===== config.mk =====
export PLATFORM = sky130hd
export DESIGN_NAME = ps2_scan_ctrl
export DESIGN_NICKNAME = d
export VERILOG_FILES = /design/src/rtl/ps2_scan_ctrl.sv
export SDC_FILE = /design/constraint.sdc
export NUM_CORES = 1
export LEC_CHECK = 0
export ABC_CLOCK_PERIOD_IN_PS = 4200
export BUFFER_PORTS_ARGS = -buffer_cell sky130_fd_sc_hd__buf_2
export CORE_ASPECT_RATIO = 0.9
export CORE_MARGIN = 8
export CORE_UTILIZATION = 45
export CTS_CLUSTER_SIZE = 28
export DETAILED_ROUTE_END_ITERATION = 8
export GPL_TIMING_DRIVEN = 0
export PLACE_DENSITY = 0.65
export SLEW_MARGIN = 20
export SYNTH_ARGS = -nofsm -noshare
export SYNTH_HDL_FRONTEND = slang
export SYNTH_SLANG_ARGS = --single-unit
export TNS_END_PERCENT = 10

===== constraint.sdc =====
create_clock -name clk -period 4.2 [get_ports clk]
set_input_delay 0.63 -clock clk [delete_from_list [all_inputs] [get_ports clk]]
set_output_delay 0.63 -clock clk [all_outputs]
set_load 0.1 [all_outputs]

===== src/rtl/ps2_scan_ctrl.sv =====
// Pops PS/2 bytes from the key FIFO, folds E0/F0 prefixes into one key event, tracks held key/press count.
// Latency: pop strobe 1 cycle after fifo_ready is seen in IDLE, ev_valid 3 cycles after. A stalled event blocks further pops.
module ps2_scan_ctrl #(
    parameter int CNT_MAX        = 99,
    parameter int PREFIX_TIMEOUT = 2_000_000,
    parameter int TO_W           = 21
) (
    input  logic       clk,
    input  logic       rstn,
    input  logic [7:0] fifo_data,
    input  logic       fifo_ready,
    input  logic       fifo_overflow,
    output logic       fifo_next_n,
    output logic       ev_valid,
    input  logic       ev_ready,
    output logic [7:0] ev_code,
    output logic       ev_ext,
    output logic       ev_break,
    output logic       ev_repeat,
    output logic       key_down,
    output logic [8:0] last_key,
    output logic [7:0] press_cnt,
    output logic       ovf_flag,
    input  logic       clr
);

    typedef enum logic [1:0] {S_IDLE, S_POP, S_SETTLE, S_EMIT} state_t;

    localparam logic [TO_W-1:0] TO_LAST = TO_W'(PREFIX_TIMEOUT - 1);
    localparam logic [7:0]      CNT_SAT = 8'(CNT_MAX);

    state_t          r_state;
    logic [7:0]      r_byte;
    logic            r_ext_pend;
    logic            r_brk_pend;
    logic [TO_W-1:0] r_to_cnt;
    logic            r_next_n;
    logic            r_ev_valid;
    logic [7:0]      r_ev_code;
    logic            r_ev_ext;
    logic            r_ev_break;
    logic            r_ev_repeat;
    logic            r_key_down;
    logic [8:0]      r_last_key;
    logic [7:0]      r_press_cnt;
    logic            r_ovf;

    logic       w_hs;
    logic       w_settle_rep;
    logic [8:0] w_ev_key;
    logic       w_new_press;

    assign w_hs         = r_ev_valid & ev_ready;
    assign w_settle_rep = ~r_brk_pend & r_key_down & ({r_ext_pend, r_byte} == r_last_key);
    assign w_ev_key     = {r_ev_ext, r_ev_code};
    assign w_new_press  = w_hs & ~r_ev_break & ~r_ev_repeat;

    always_ff @(posedge clk) begin
        if (!rstn) begin
            r_state     <= S_IDLE;
            r_byte      <= 8'h00;
            r_ext_pend  <= 1'b0;
            r_brk_pend  <= 1'b0;
            r_to_cnt    <= '0;
            r_next_n    <= 1'b1;
            r_ev_valid  <= 1'b0;
            r_ev_code   <= 8'h00;
            r_ev_ext    <= 1'b0;
            r_ev_break  <= 1'b0;
            r_ev_repeat <= 1'b0;
            r_key_down  <= 1'b0;
            r_last_key  <= 9'h000;
            r_press_cnt <= 8'h00;
            r_ovf       <= 1'b0;
        end else begin
            r_next_n <= 1'b1;
            case (r_state)
                S_IDLE: begin
                    if (fifo_ready) begin
                        r_byte   <= fifo_data;
                        r_to_cnt <= '0;
                        r_next_n <= 1'b0;
                        r_state  <= S_POP;
                    end else if (r_ext_pend | r_brk_pend) begin
                        // A prefix with no follow-up byte is stale; drop it.
                        if (r_to_cnt == TO_LAST) begin
                            r_ext_pend <= 1'b0;
                            r_brk_pend <= 1'b0;
                            r_to_cnt   <= '0;
                        end else begin
                            r_to_cnt <= r_to_cnt + 1'b1;
                        end
                    end
                end
                S_POP: r_state <= S_SETTLE;
                S_SETTLE: begin
                    r_state <= S_IDLE;
                    case (r_byte)
                        8'hE0: r_ext_pend <= 1'b1;
                        8'hF0: r_brk_pend <= 1'b1;
                        8'h00, 8'hFF: begin
                            r_ext_pend <= 1'b0;
                            r_brk_pend <= 1'b0;
                        end
                        default: begin
                            r_ev_code   <= r_byte;
                            r_ev_ext    <= r_ext_pend;
                            r_ev_break  <= r_brk_pend;
                            r_ev_repeat <= w_settle_rep;
                            r_ev_valid  <= 1'b1;
                            r_state     <= S_EMIT;
                        end
                    endcase
                end
                S_EMIT: begin
                    if (ev_ready) begin
                        r_ev_valid <= 1'b0;
                        r_ext_pend <= 1'b0;
                        r_brk_pend <= 1'b0;
                        r_state    <= S_IDLE;
                        if (r_ev_break) begin
                            if (w_ev_key == r_last_key) r_key_down <= 1'b0;
                        end else if (!r_ev_repeat) begin
                            r_last_key <= w_ev_key;
                            r_key_down <= 1'b1;
                        end
                    end
                end
                default: r_state <= S_IDLE;
            endcase

            if (clr)                                    r_press_cnt <= 8'h00;
            else if (w_new_press && r_press_cnt < CNT_SAT) r_press_cnt <= r_press_cnt + 8'd1;

            if (clr)                r_ovf <= 1'b0;
            else if (fifo_overflow) r_ovf <= 1'b1;
        end
    end

    assign fifo_next_n = r_next_n;
    assign ev_valid    = r_ev_valid;
    assign ev_code     = r_ev_code;
    assign ev_ext      = r_ev_ext;
    assign ev_break    = r_ev_break;
    assign ev_repeat   = r_ev_repeat;
    assign key_down    = r_key_down;
    assign last_key    = r_last_key;
    assign press_cnt   = r_press_cnt;
    assign ovf_flag    = r_ovf;

endmodule


==> results of run 1 <==
[power by group]
part           internal [W]  switching [W]  leakage (nW)  total [W]
Sequential         0.000646      0.0000390         0.526   0.000685
Combinational      0.000102       0.000218         0.723   0.000319
Clock              0.000210       0.000241        0.0818   0.000451
Total              0.000957       0.000498          1.33    0.00146
[worst max path at each step]
stage,slack [ns],cells past startpoint,end,startpoint
3_3_place_gp,1.73,7,r_to_cnt[18]$_SDFFE_PN0P_,rstn
5_1_grt,1.79,9,r_to_cnt[17]$_SDFFE_PN0P_,r_state[1]$_SDFFE_PN0P_
4_1_cts,2.04,9,r_to_cnt[18]$_SDFFE_PN0P_,r_state[0]$_SDFFE_PN0P_
3_5_place_dp,1.69,7,r_to_cnt[18]$_SDFFE_PN0P_,rstn
6_report,2.05,9,r_to_cnt[17]$_SDFFE_PN0P_,r_state[0]$_SDFFE_PN0P_
2_1_floorplan,1.95,7,press_cnt[5]$_SDFFE_PP0P_,press_cnt[0]$_SDFFE_PP0P_
[cell families after synthesis]
| family | Yosys count | share of synthesized area, % |
|---|---|---|
| buffers and inverters | 24 | 3.33 |
| multiplexers | 11 | 3.57 |
| flip-flops | 65 | 42.2 |
| AND/OR/NAND/NOR | 171 | 27.9 |
| adder cells (fa/ha/maj) | 5 | 2.03 |
| AO/OA/AOI/OAI | 52 | 11.0 |
| XOR/XNOR | 35 | 9.95 |
[flip-flops by register name, indices dropped and copies added, names as in the netlist, 2 cells and up]
name       count
r_to_cnt      21
press_cnt      8
ev_code        8
r_byte         8
last_key       9
r_state        2
[synth_stat cells, drive strengths merged]
library cell and n:
a21boi 4, a21oi 22, a31oi 7, a41oi 3, and3 5, buf 3
clkbuf 13, dfxtp 65, ha 5, inv 8, mux2i 11, nand2 51
nand2b 7, nand3 18, nand3b 2, nand4 16, nand4b 1, nor2 43
nor2b 3, nor3 10, nor3b 1, nor4 4, nor4b 3, o2111a 1
o211a 2, o211ai 2, o21ai 5, o221a 2, o22ai 1, o31a 1
o31ai 2, or2 2, or3 1, or4 2, or4b 2, xnor2 23
xor2 12
[metal layers]
metal	up-vias	share of wire (%)	wire, um
met5	-	0	0
met4	0	0.88	63
met3	5	6.0	430
met2	72	44	3200
met1	1228	49	3500
li1	1370	-	-
[worst register-to-register path: stages (launching register included)]
cell	delay [ns]
dfxtp_1	0.33
inv_1	0.08
ha_1	0.14
clkbuf_1	0.26
o21ai_0	0.16
or3_1	0.33
a21oi_1	0.23
buf_2	0.26
a41oi_1	0.14
a31oi_1	0.16
[final cells by class]
| type | count | area share (%) |
|---|---|---|
| tap | 90 | 3.15 |
| buffer | 16 | 2.03 |
| clock buffer | 10 | 3.57 |
| multi-input combinational | 274 | 47.0 |
| inverter | 8 | 0.841 |
| sequential | 65 | 36.4 |
| timing repair buffer | 43 | 6.02 |
| clock inverter | 6 | 0.981 |
[stage by stage]
step / utilization (%) / instance area (um^2)
after global routing: 53.9 / 3570
after global placement: 51.5 / 3410
final: 53.9 / 3570
after CTS: 53.9 / 3570
after floorplan: - / 3080
after detailed placement: 51.5 / 3410
==> summary.md, run 1 <==
| Metric | Value |
|---|---|
| CP Data Required Time | `4.48 ns` |
| Slew HR | `47.0%` |
| Postcts setup bufs | `0` |
| Clock slew at reported path FFs | `0.07 ns` |
| Hold depth | `2` |
| Area Overhead vs Synth | `15.9%` |
| Slew Limit Fails | `0` |
| Final HPWL DP | `5.28 mm` |
| Antenna diodes | `0` |
| Worst Reg-to-Reg Cells | `9` |
| Pwr Density | `408 nW/um^2` |
| Worst path slowest cell | `dfxtp_1` |
| Placed Cells incl. Taps | `496` |
| Clock Skew | `0.0103 ns` |
| Tmin final | `2.15 ns` |
| Most common cell after layout, fill and taps aside | `dfxtp_1` |
| RSZ-0062 raised after global routing | `no` |
| Vias | `2675` |
| FMAX | `0.465 GHz` |
| Tot Pwr | `0.00146 W` |
| Clock Sinks | `65` |
| Routed len/inst | `14.0 um` |
| Commonest cells after routing, fill and taps aside | `65 x dfxtp_1, 51 x nand2_1, 44 x buf_2` |
| Insertion delay to the later sink of the worst-skew pair | `0.34 ns` |
| Num CTS Buffers | `9` |
| Placer congestion estimate | `0.844` |
| Final Hold Viols | `0` |
| Peak VDD IR | `202 uV` |
| Die area | `9760 um^2` |
| DRC | `0` |
| Synthesized instance count | `363` |
| Routed Antenna Nets | `0` |
| FF-to-FF Start | `r_state[0]$_SDFFE_PN0P_` |
| Crit path max-delay family | `compound AO/OA/AOI/OAI gates` |
| Clock Tree Root | `clkbuf_8` |
| Largest net degree at the start of global routing | `12` |
| Die Height | `94.5 um` |
| Sequential Area | `1300 um^2` |
| GR met2 Demand/Resource | `23.8%` |
| Final cell count without fillers | `512` |
| Yosys top cell area share | `42.2%` |
| CTS tree | `built` |
| Fin crit share | `51.3%` |
| Synth top area cells | `dfxtp_1 42%, xnor2_1 6.5%, nand2_1 6.2%` |
| Hold slack | `0.440 ns` |
| # port buffers | `43` |
| Synth unique cells | `46` |
| Hold buffer count at CTS | `0` |
| Post-Route Setup TNS | `0 ns` |
| Max Root-Sink Buffers | `2` |
| Multi-input logic area | `1680 um^2` |
| Initial Util | `46.5%` |
| Min-delay src | `press_cnt[7]$_SDFFE_PP0P_` |
| Pre-CTS setup slack | `1.69 ns` |
| Fill count | `645` |
| Syn Area/Cell | `8.49 um^2` |
| DR vias/cell | `5.22` |
| R2R Setup Slk | `2.05 ns` |
| Yosys reg bits | `65` |
| Yosys warns | `0` |
| Reg2reg end | `r_to_cnt[17]$_SDFFE_PN0P_` |
| Met3 Usage GRT | `5.07%` |
| Number of H-tree levels | `3` |
| Syn Std Cell Area | `3080 um^2` |
| Leak | `1.33 nW` |
| CP peak stage delay | `0.33 ns` |
| CP Max Fanout | `10` |
| Share of layout cells above drive strength 1 | `16.4%` |
| Sequential cell area fraction in the yosys report | `42.2%` |
| Post-CTS Resized | `0` |
| Critical path launch point type | `flop` |
| First-pass GRT wire length | `12.3 mm` |
| Nets@finish | `436` |
| Buf+Inv Stages, Crit Path | `3` |
| Core area | `6620 um^2` |
| Hold endpoint | `press_cnt[7]$_SDFFE_PP0P_` |
| Mapped Nets | `382` |
| Drt pass-1 iters | `4` |
| Finish-stage setup viols | `0` |
| Max_cap viols | `0` |
| Initial antenna violation count | `0` |
| Final WL | `7.19 mm` |
| # IOs | `46` |
| Met1 Use GR | `21.4%` |
| Area leader, netlist | `dfxtp_1` |
| Critical path class | `flop to flop` |
| Total grt overflow | `0` |
| GRT Overall Usage | `16.0%` |
| Vias in the first global route | `2529` |
| Worst path cell trace | `inv_1, ha_1, clkbuf_1, o21ai_0, or3_1, a21oi_1, buf_2, a41oi_1, a31oi_1` |
| Setup ws final | `2.05 ns` |
| Slew @ Worst Pin | `0.788 ns` |
| Critical Path Sink Type | `flop` |
| Die W | `103 um` |
| HP Class | `flop to flop` |
| GRT busiest layer | `met2` |
| Initial drt markers | `115` |
| Site row count | `28` |
| Crit path DAT | `2.43 ns` |
| Status | `finished, final reports clean` |
(Power assumes the default switching activity.)
==> inputs of run 2 (changes only) <==
Settings changed: ABC_CLOCK_PERIOD_IN_PS 4200 to 2000.
Clock period 4.2 ns to 2 ns, I/O delays scaled along.
==> run 2 against run 1 <==
The flow now finishes with violations (setup timing). Via count rose by 4.2%. First-iteration DRC count rose by 10%. Sequential power rose by 110%. Utilization rose by 3.8 points. Design area rose by 7.0%. Sequential share of layout area fell by 1.9 points. Critical endpoint is now r_brk_pend$_SDFFE_PN0P_. Largest cell class unchanged.
==> summary.md, run 2 (synthesized netlist as in run 1, its figures left out) <==
| Metric | Value |
|---|---|
| Leak | `1.44 nW (+8.0%)` |
| Clock slew at reported path FFs | `0.08 ns (about the same)` |
| Cell-internal power | `0.00239 W (+150%)` |
| Placer congestion estimate | `0.818 (-3.0%)` |
| Worst path cell trace | `or4b_4, nor4_4, buf_4, a31oi_4, nand2b_4, o221a_1` |
| Critical path class | `flop to flop` |
| Initial antenna violation count | `0 (unchanged)` |
| Initial drt markers | `127 (+10%)` |
| Max Root-Sink Buffers | `2 (unchanged)` |
| # IOs | `46 (unchanged)` |
| Nets@finish | `441 (+1.1%)` |
| Largest net degree at the start of global routing | `12 (unchanged)` |
| Psw | `0.00110 W (+120%)` |
| Insertion delay to the later sink of the worst-skew pair | `0.35 ns (about the same)` |
| Largest register FFs | `21 (unchanged)` |
| Max_cap viols | `0 (unchanged)` |
| RSZ-0062 raised after global routing | `yes` |
| Worst path slowest cell | `or4b_4` |
| Most common cell after layout, fill and taps aside | `dfxtp_1` |
| CP Max Fanout | `3 (-7)` |
| DRC | `0 (unchanged)` |
| Final instance area | `3820 um^2 (+7.0%)` |
| Routed Antenna Nets | `0 (unchanged)` |
| Clock Skew | `0.0150 ns (+0.00470 ns)` |
| Crit path max-delay family | `simple AND/OR/NAND/NOR gates` |
| Buf+Inv Stages, Crit Path | `1 (-2)` |
| Area Overhead vs Synth | `24.0%` |
| Tmin final | `2.01 ns (-0.140 ns)` |
| HP Class | `input port to flop` |
| Sw Share | `31.4% (-2.8 points)` |
| CP peak stage delay | `0.54 ns (+0.21 ns)` |
| Clock Tree Root | `clkbuf_8` |
| Largest Register | `r_to_cnt` |
| Slew HR | `50.7% (+3.7 points)` |
| Final HPWL DP | `5.43 mm (+2.7%)` |
| Number of H-tree levels | `3 (unchanged)` |
| Die area | `9760 um^2 (unchanged)` |
| Num CTS Buffers | `9 (unchanged)` |
| Placed inst area | `3410 um^2 (+0.15%)` |
| CP Data Required Time | `2.23 ns (-2.25 ns)` |
| Critical Path Sink Type | `flop` |
| CTS tree | `built` |
| Slew Limit Fails | `0 (unchanged)` |
| Pre-CTS setup slack | `-0.145 ns (-1.83 ns)` |
| Finish-stage setup viols | `2 (+2)` |
| Final Hold Viols | `0 (unchanged)` |
| Total grt overflow | `0 (unchanged)` |
| Vias in the first global route | `2675 (+5.8%)` |
| Fin crit share | `101% (+49 points)` |
| DR vias/cell | `5.39 (+3.2%)` |
| Commonest cells after routing, fill and taps aside | `55 x dfxtp_1, 51 x nand2_1, 43 x nor2_1, 43 x buf_2, 23 x xnor2_1` |
| Post-Route Setup TNS | `-0.0228 ns (-0.0228 ns)` |
| First-pass GRT wire length | `12.7 mm (+3.7%)` |
| Final WL | `7.97 mm (+11%)` |
| Status | `finished, violations left` |
| Vias | `2788 (+4.2%)` |
| Core area | `6620 um^2 (unchanged)` |
| Drt pass-1 iters | `4 (unchanged)` |
| FMAX | `0.497 GHz (+7.0%)` |
| Antenna diodes | `0 (unchanged)` |
| Clock Sinks | `65 (unchanged)` |
| Die Height | `94.5 um (unchanged)` |
| Reg power frac | `41.3% (-5.8 points)` |
| Pwr Density | `913 nW/um^2 (+120%)` |
| Critical path launch point type | `flop` |
| Routed len/inst | `15.4 um (+9.8%)` |
| Failing checks | `setup timing` |
| Die W | `103 um (unchanged)` |
| Setup ws final | `-0.0124 ns (-2.06 ns)` |
| Crit path DAT | `2.24 ns (-0.19 ns)` |
| Clk pwr share | `36.5% (+5.5 points)` |
| Comb pwr share | `22.2% (+0.3 points)` |
| Site row count | `28 (unchanged)` |
| # port buffers | `43 (unchanged)` |
| Hold buffer count at CTS | `0 (unchanged)` |
| Slew @ Worst Pin | `0.734 ns (-0.0542 ns)` |
| Initial Util | `46.5% (unchanged)` |
| GRT Overall Usage | `16.5% (+0.42 points)` |
| Peak VDD IR | `523 uV (+160%)` |
| Share of layout cells above drive strength 1 | `23.4% (+7.1 points)` |
## run 2: cell count changes in the layout (fill, tap and decap cells not counted), sizes merged
cell	before	now
clkbuf	23	22
clkinvlp	2	1
bufinv	0	2
clkinv	4	2
buf	46	53
## run 2: through the flow
stage                     instances  hold WS (ns)  util (%)  total power (W)
final                           517         0.164      57.7          0.00349
after global routing            517         0.165      57.7          0.00365
after CTS                       512         0.145      55.3          0.00345
after detailed placement        496         0.439      51.6          0.00215
after floorplan                 363         0.416         -          0.00198
after global placement          496         0.436      51.6          0.00213
## run 2: power by group through the flow
stage	clock network [W]	logic, W	registers (W)
floorplan	0	0.000397	0.00158
global placement	0	0.000661	0.00147
detailed placement	0	0.000674	0.00147
CTS	0.00132	0.000685	0.00144
global route	0.00136	0.000845	0.00145
finish	0.00127	0.000777	0.00144
## run 2: metal layers
metal	GRT usage (%)	wire length, um
met2	25.8	3800
met3	5.59	434
met4	5.42	73
met1	20.7	3670
met5	0	0
## run 2: layout make-up
cell class,count,area (um^2)
buffer,13,63.8
clock buffer,11,151
clock inverter,5,77.6
fill,601,2800
inverter,8,30.0
multi-input combinational,274,1790
sequential,65,1320
tap,90,113
timing repair buffer,51,275
## run 2: final timing paths
check	startpoint	endpoint	slack, ns	cells after the start
max	r_to_cnt[9]$_SDFFE_PN0P_	r_brk_pend$_SDFFE_PN0P_	-0.01	6
min	fifo_overflow	ovf_flag$_SDFFE_PP0P_	0.16	3
max reg2reg	r_to_cnt[9]$_SDFFE_PN0P_	r_brk_pend$_SDFFE_PN0P_	-0.01	6
min reg2reg	press_cnt[7]$_SDFFE_PP0P_	press_cnt[7]$_SDFFE_PP0P_	0.45	2
## run 2: tightest hold or removal path: stages
cell    delay [ns]
buf_2         0.07
nor2_1        0.03
nor2_1        0.06
## run 2: repair_timing
action | in CTS | in global routing
gates resized for setup | 5 | 24
pin swaps | 1 | 4
endpoints found under the setup margin | 30 | 31
buffers inserted | 1 | 7
==> inputs of run 3 (changes only) <==
Settings changed: REMOVE_ABC_BUFFERS set to 1.
==> run 3 against run 2 <==
The run still ends with setup timing left. Wire length shrank 6.7%. Cell count shrank 1.9%. Utilization shrank 1.2 points. Design area shrank 2.0%. Highest routed layer unchanged. Sequential cell count is the same. Clock skew shrank 0.0068 ns.
==> summary.md, run 3 (synthesized netlist as in run 1, its figures left out) <==
| Metric | Value |
|---|---|
| Hold depth | `3 (unchanged)` |
| Core area | `6620 um^2 (unchanged)` |
| Comb pwr share | `22.0% (-0.2 points)` |
| Final core utilization | `56.6% (-1.2 points)` |
| Leak | `1.40 nW (-2.8%)` |
| CP peak stage delay | `0.55 ns (about the same)` |
| Reg power frac | `42.9% (+1.6 points)` |
| Initial antenna violation count | `0 (unchanged)` |
| FF-to-FF Start | `r_to_cnt[8]$_SDFFE_PN0P_` |
| HP Class | `input port to flop` |
| RSZ-0062 raised after global routing | `yes` |
| Tot Pwr | `0.00336 W (-3.6%)` |
| CTS tree | `built` |
| CP Max Fanout | `4 (+1)` |
| Final Hold Viols | `0 (unchanged)` |
| Clock slew at reported path FFs | `0.07 ns (about the same)` |
| Initial Util | `46.5% (unchanged)` |
| Pwr Density | `898 nW/um^2 (-1.7%)` |
| Die area | `9760 um^2 (unchanged)` |
| Peak VDD IR | `527 uV (+0.74%)` |
| Final WL | `7.44 mm (-6.7%)` |
| Initial drt markers | `71 (-44%)` |
| FMAX | `0.495 GHz (-0.37%)` |
| Routed len/inst | `14.7 um (-4.9%)` |
| Vias in the first global route | `2625 (-1.9%)` |
| Placer congestion estimate | `0.793 (-3.1%)` |
| Crit path DAT | `2.25 ns (about the same)` |
| Final instance area | `3750 um^2 (-2.0%)` |
| Share of layout cells above drive strength 1 | `22.5% (-0.88 points)` |
| Nets@finish | `432 (-2.0%)` |
| Slew @ Worst Pin | `0.824 ns (+0.0909 ns)` |
| DRC | `0 (unchanged)` |
| Clock Tree Root | `clkbuf_8` |
| Routed Antenna Nets | `0 (unchanged)` |
| Final cell count without fillers | `507 (-1.9%)` |
| Total grt overflow | `0 (unchanged)` |
| Reg2reg end | `r_ext_pend$_SDFFE_PN0P_` |
| Die Height | `94.5 um (unchanged)` |
| Max_cap viols | `0 (unchanged)` |
| Psw | `0.00104 W (-5.4%)` |
| Clk pwr share | `35.1% (-1.4 points)` |
| R2R Setup Slk | `-0.02 ns (about the same)` |
| Min-delay src | `fifo_overflow` |
| Failing checks | `setup timing` |
| Antenna diodes | `0 (unchanged)` |
| Tmin final | `2.02 ns (+0.00740 ns)` |
| Slew HR | `44.6% (-6.1 points)` |
| Critical path class | `flop to flop` |
| Drt pass-1 iters | `4 (unchanged)` |
| Die W | `103 um (unchanged)` |
| Fin crit share | `101% (+0.37 points)` |
| GRT Overall Usage | `16.0% (-0.49 points)` |
| Most common cell after layout, fill and taps aside | `dfxtp_1` |
| # IOs | `46 (unchanged)` |
| Num CTS Buffers | `9 (unchanged)` |
| Worst path cell trace | `or4b_4, nor4_4, buf_4, a31oi_2, nand2b_4, o221a_1` |
| Sw Share | `30.8% (-0.57 points)` |
| Final HPWL DP | `5.06 mm (-6.7%)` |
| Status | `finished, violations left` |
| Placed Cells incl. Taps | `482 (-2.8%)` |
| Area Overhead vs Synth | `21.6%` |
| CP Data Required Time | `2.23 ns (about the same)` |
| DR vias/cell | `5.35 (-0.77%)` |
| Hold buffer count at CTS | `0 (unchanged)` |
| Commonest cells after routing, fill and taps aside | `60 x dfxtp_1, 51 x nand2_1, 45 x buf_2` |
| Placed inst area | `3350 um^2 (-1.8%)` |
| Worst Reg-to-Reg Cells | `6 (unchanged)` |
| Cell-internal power | `0.00233 W (-2.8%)` |
| Critical Path Sink Type | `flop` |
| Clock Sinks | `65 (unchanged)` |
| Site row count | `28 (unchanged)` |
| Insertion delay to the later sink of the worst-skew pair | `0.34 ns (about the same)` |
| Vias | `2713 (-2.7%)` |
| Hold endpoint | `ovf_flag$_SDFFE_PP0P_` |
| # port buffers | `45 (+4.7%)` |
| Largest Register | `r_to_cnt` |
| Largest register FFs | `21 (unchanged)` |
| Slew Limit Fails | `0 (unchanged)` |
| Finish-stage setup viols | `2 (unchanged)` |
| Setup ws final | `-0.0198 ns (-0.00740 ns)` |
| Worst path slowest cell | `or4b_4` |
| Max Root-Sink Buffers | `2 (unchanged)` |
| Critical path launch point type | `flop` |
| First-pass GRT wire length | `12.3 mm (-3.5%)` |
| Clock Skew | `0.00825 ns (-0.00677 ns)` |
| Number of H-tree levels | `3 (unchanged)` |
| Largest net degree at the start of global routing | `26 (+14)` |
-- run 3: cell types whose count changed in the layout (fill, tap and decap cells not counted), sizes merged --
cell / change
inv: -1
clkinvlp: +1
clkbuf: -9
bufinv: -1
buf: +1
clkinv: -1
-- run 3: critical path: cells and delay by family (launching register included) --
kind	cells	cell delay [ns]
AOI/OAI and AO/OA	2	0.37
and+or+nand+nor	3	1.01
DFF	1	0.35
buffers and inverters	1	0.18
-- run 3: layout make-up --
cell class	count	area [um^2]
tap	90	113
clock inverter	2	35.0
multi-input combinational	274	1760
sequential	65	1310
fill	602	2880
timing repair inverter	1	5.00
inverter	8	33.8
clock buffer	13	179
timing repair buffer	54	313
-- run 3: how the worst max path moves through the flow --
| stage | endpoint | depth (start not counted) | slack (ns) | startpoint |
|---|---|---|---|---|
| floorplan | press_cnt[5]$_SDFFE_PP0P_ | 6 | -0.17 | press_cnt[0]$_SDFFE_PP0P_ |
| global placement | r_to_cnt[17]$_SDFFE_PN0P_ | 6 | -0.62 | rstn |
| detailed placement | r_to_cnt[18]$_SDFFE_PN0P_ | 6 | -0.69 | rstn |
| CTS | r_to_cnt[0]$_SDFFE_PN0P_ | 6 | -0.05 | r_to_cnt[14]$_SDFFE_PN0P_ |
| global route | r_brk_pend$_SDFFE_PN0P_ | 6 | -0.13 | r_to_cnt[8]$_SDFFE_PN0P_ |
| finish | r_ext_pend$_SDFFE_PN0P_ | 6 | -0.02 | r_to_cnt[8]$_SDFFE_PN0P_ |
-- run 3: routing by layer --
metal  vias up  track usage (%)  routed length, um
met2        53             25.5               3510
met4         0             5.42                 63
met1      1284             19.7               3580
li1       1370                -                  -
met3         6             5.44                296
met5         -                0                  0
-- run 3: power by group through the flow --
stage / clock network (W) / logic, W / registers, W
after CTS: 0.00122 / 0.000719 / 0.00144
after global routing: 0.00128 / 0.000806 / 0.00145
after floorplan: 0 / 0.000370 / 0.00158
final: 0.00118 / 0.000740 / 0.00144
after global placement: 0 / 0.000636 / 0.00146
after detailed placement: 0 / 0.000651 / 0.00147
-- run 3: metrics by stage --
| step | setup TNS, ns | hold WS (ns) | setup WS [ns] |
|---|---|---|---|
| 2_1_floorplan | -1.47 | 0.386 | -0.171 |
| 3_3_place_gp | -8.67 | 0.431 | -0.622 |
| 3_5_place_dp | -5.78 | 0.441 | -0.694 |
| 4_1_cts | -0.530 | 0.147 | -0.0451 |
| 5_1_grt | -0.785 | 0.164 | -0.128 |
| 6_report | -0.0298 | 0.163 | -0.0198 |
-- run 3: timing repair --
| item | in CTS | in global routing |
|---|---|---|
| pin swaps | 3 | 4 |
| cloned | 0 | 1 |
| setup buffers | 2 | 7 |
| setup endpoints to repair | 24 | 34 |
| resized for setup | 14 | 8 |
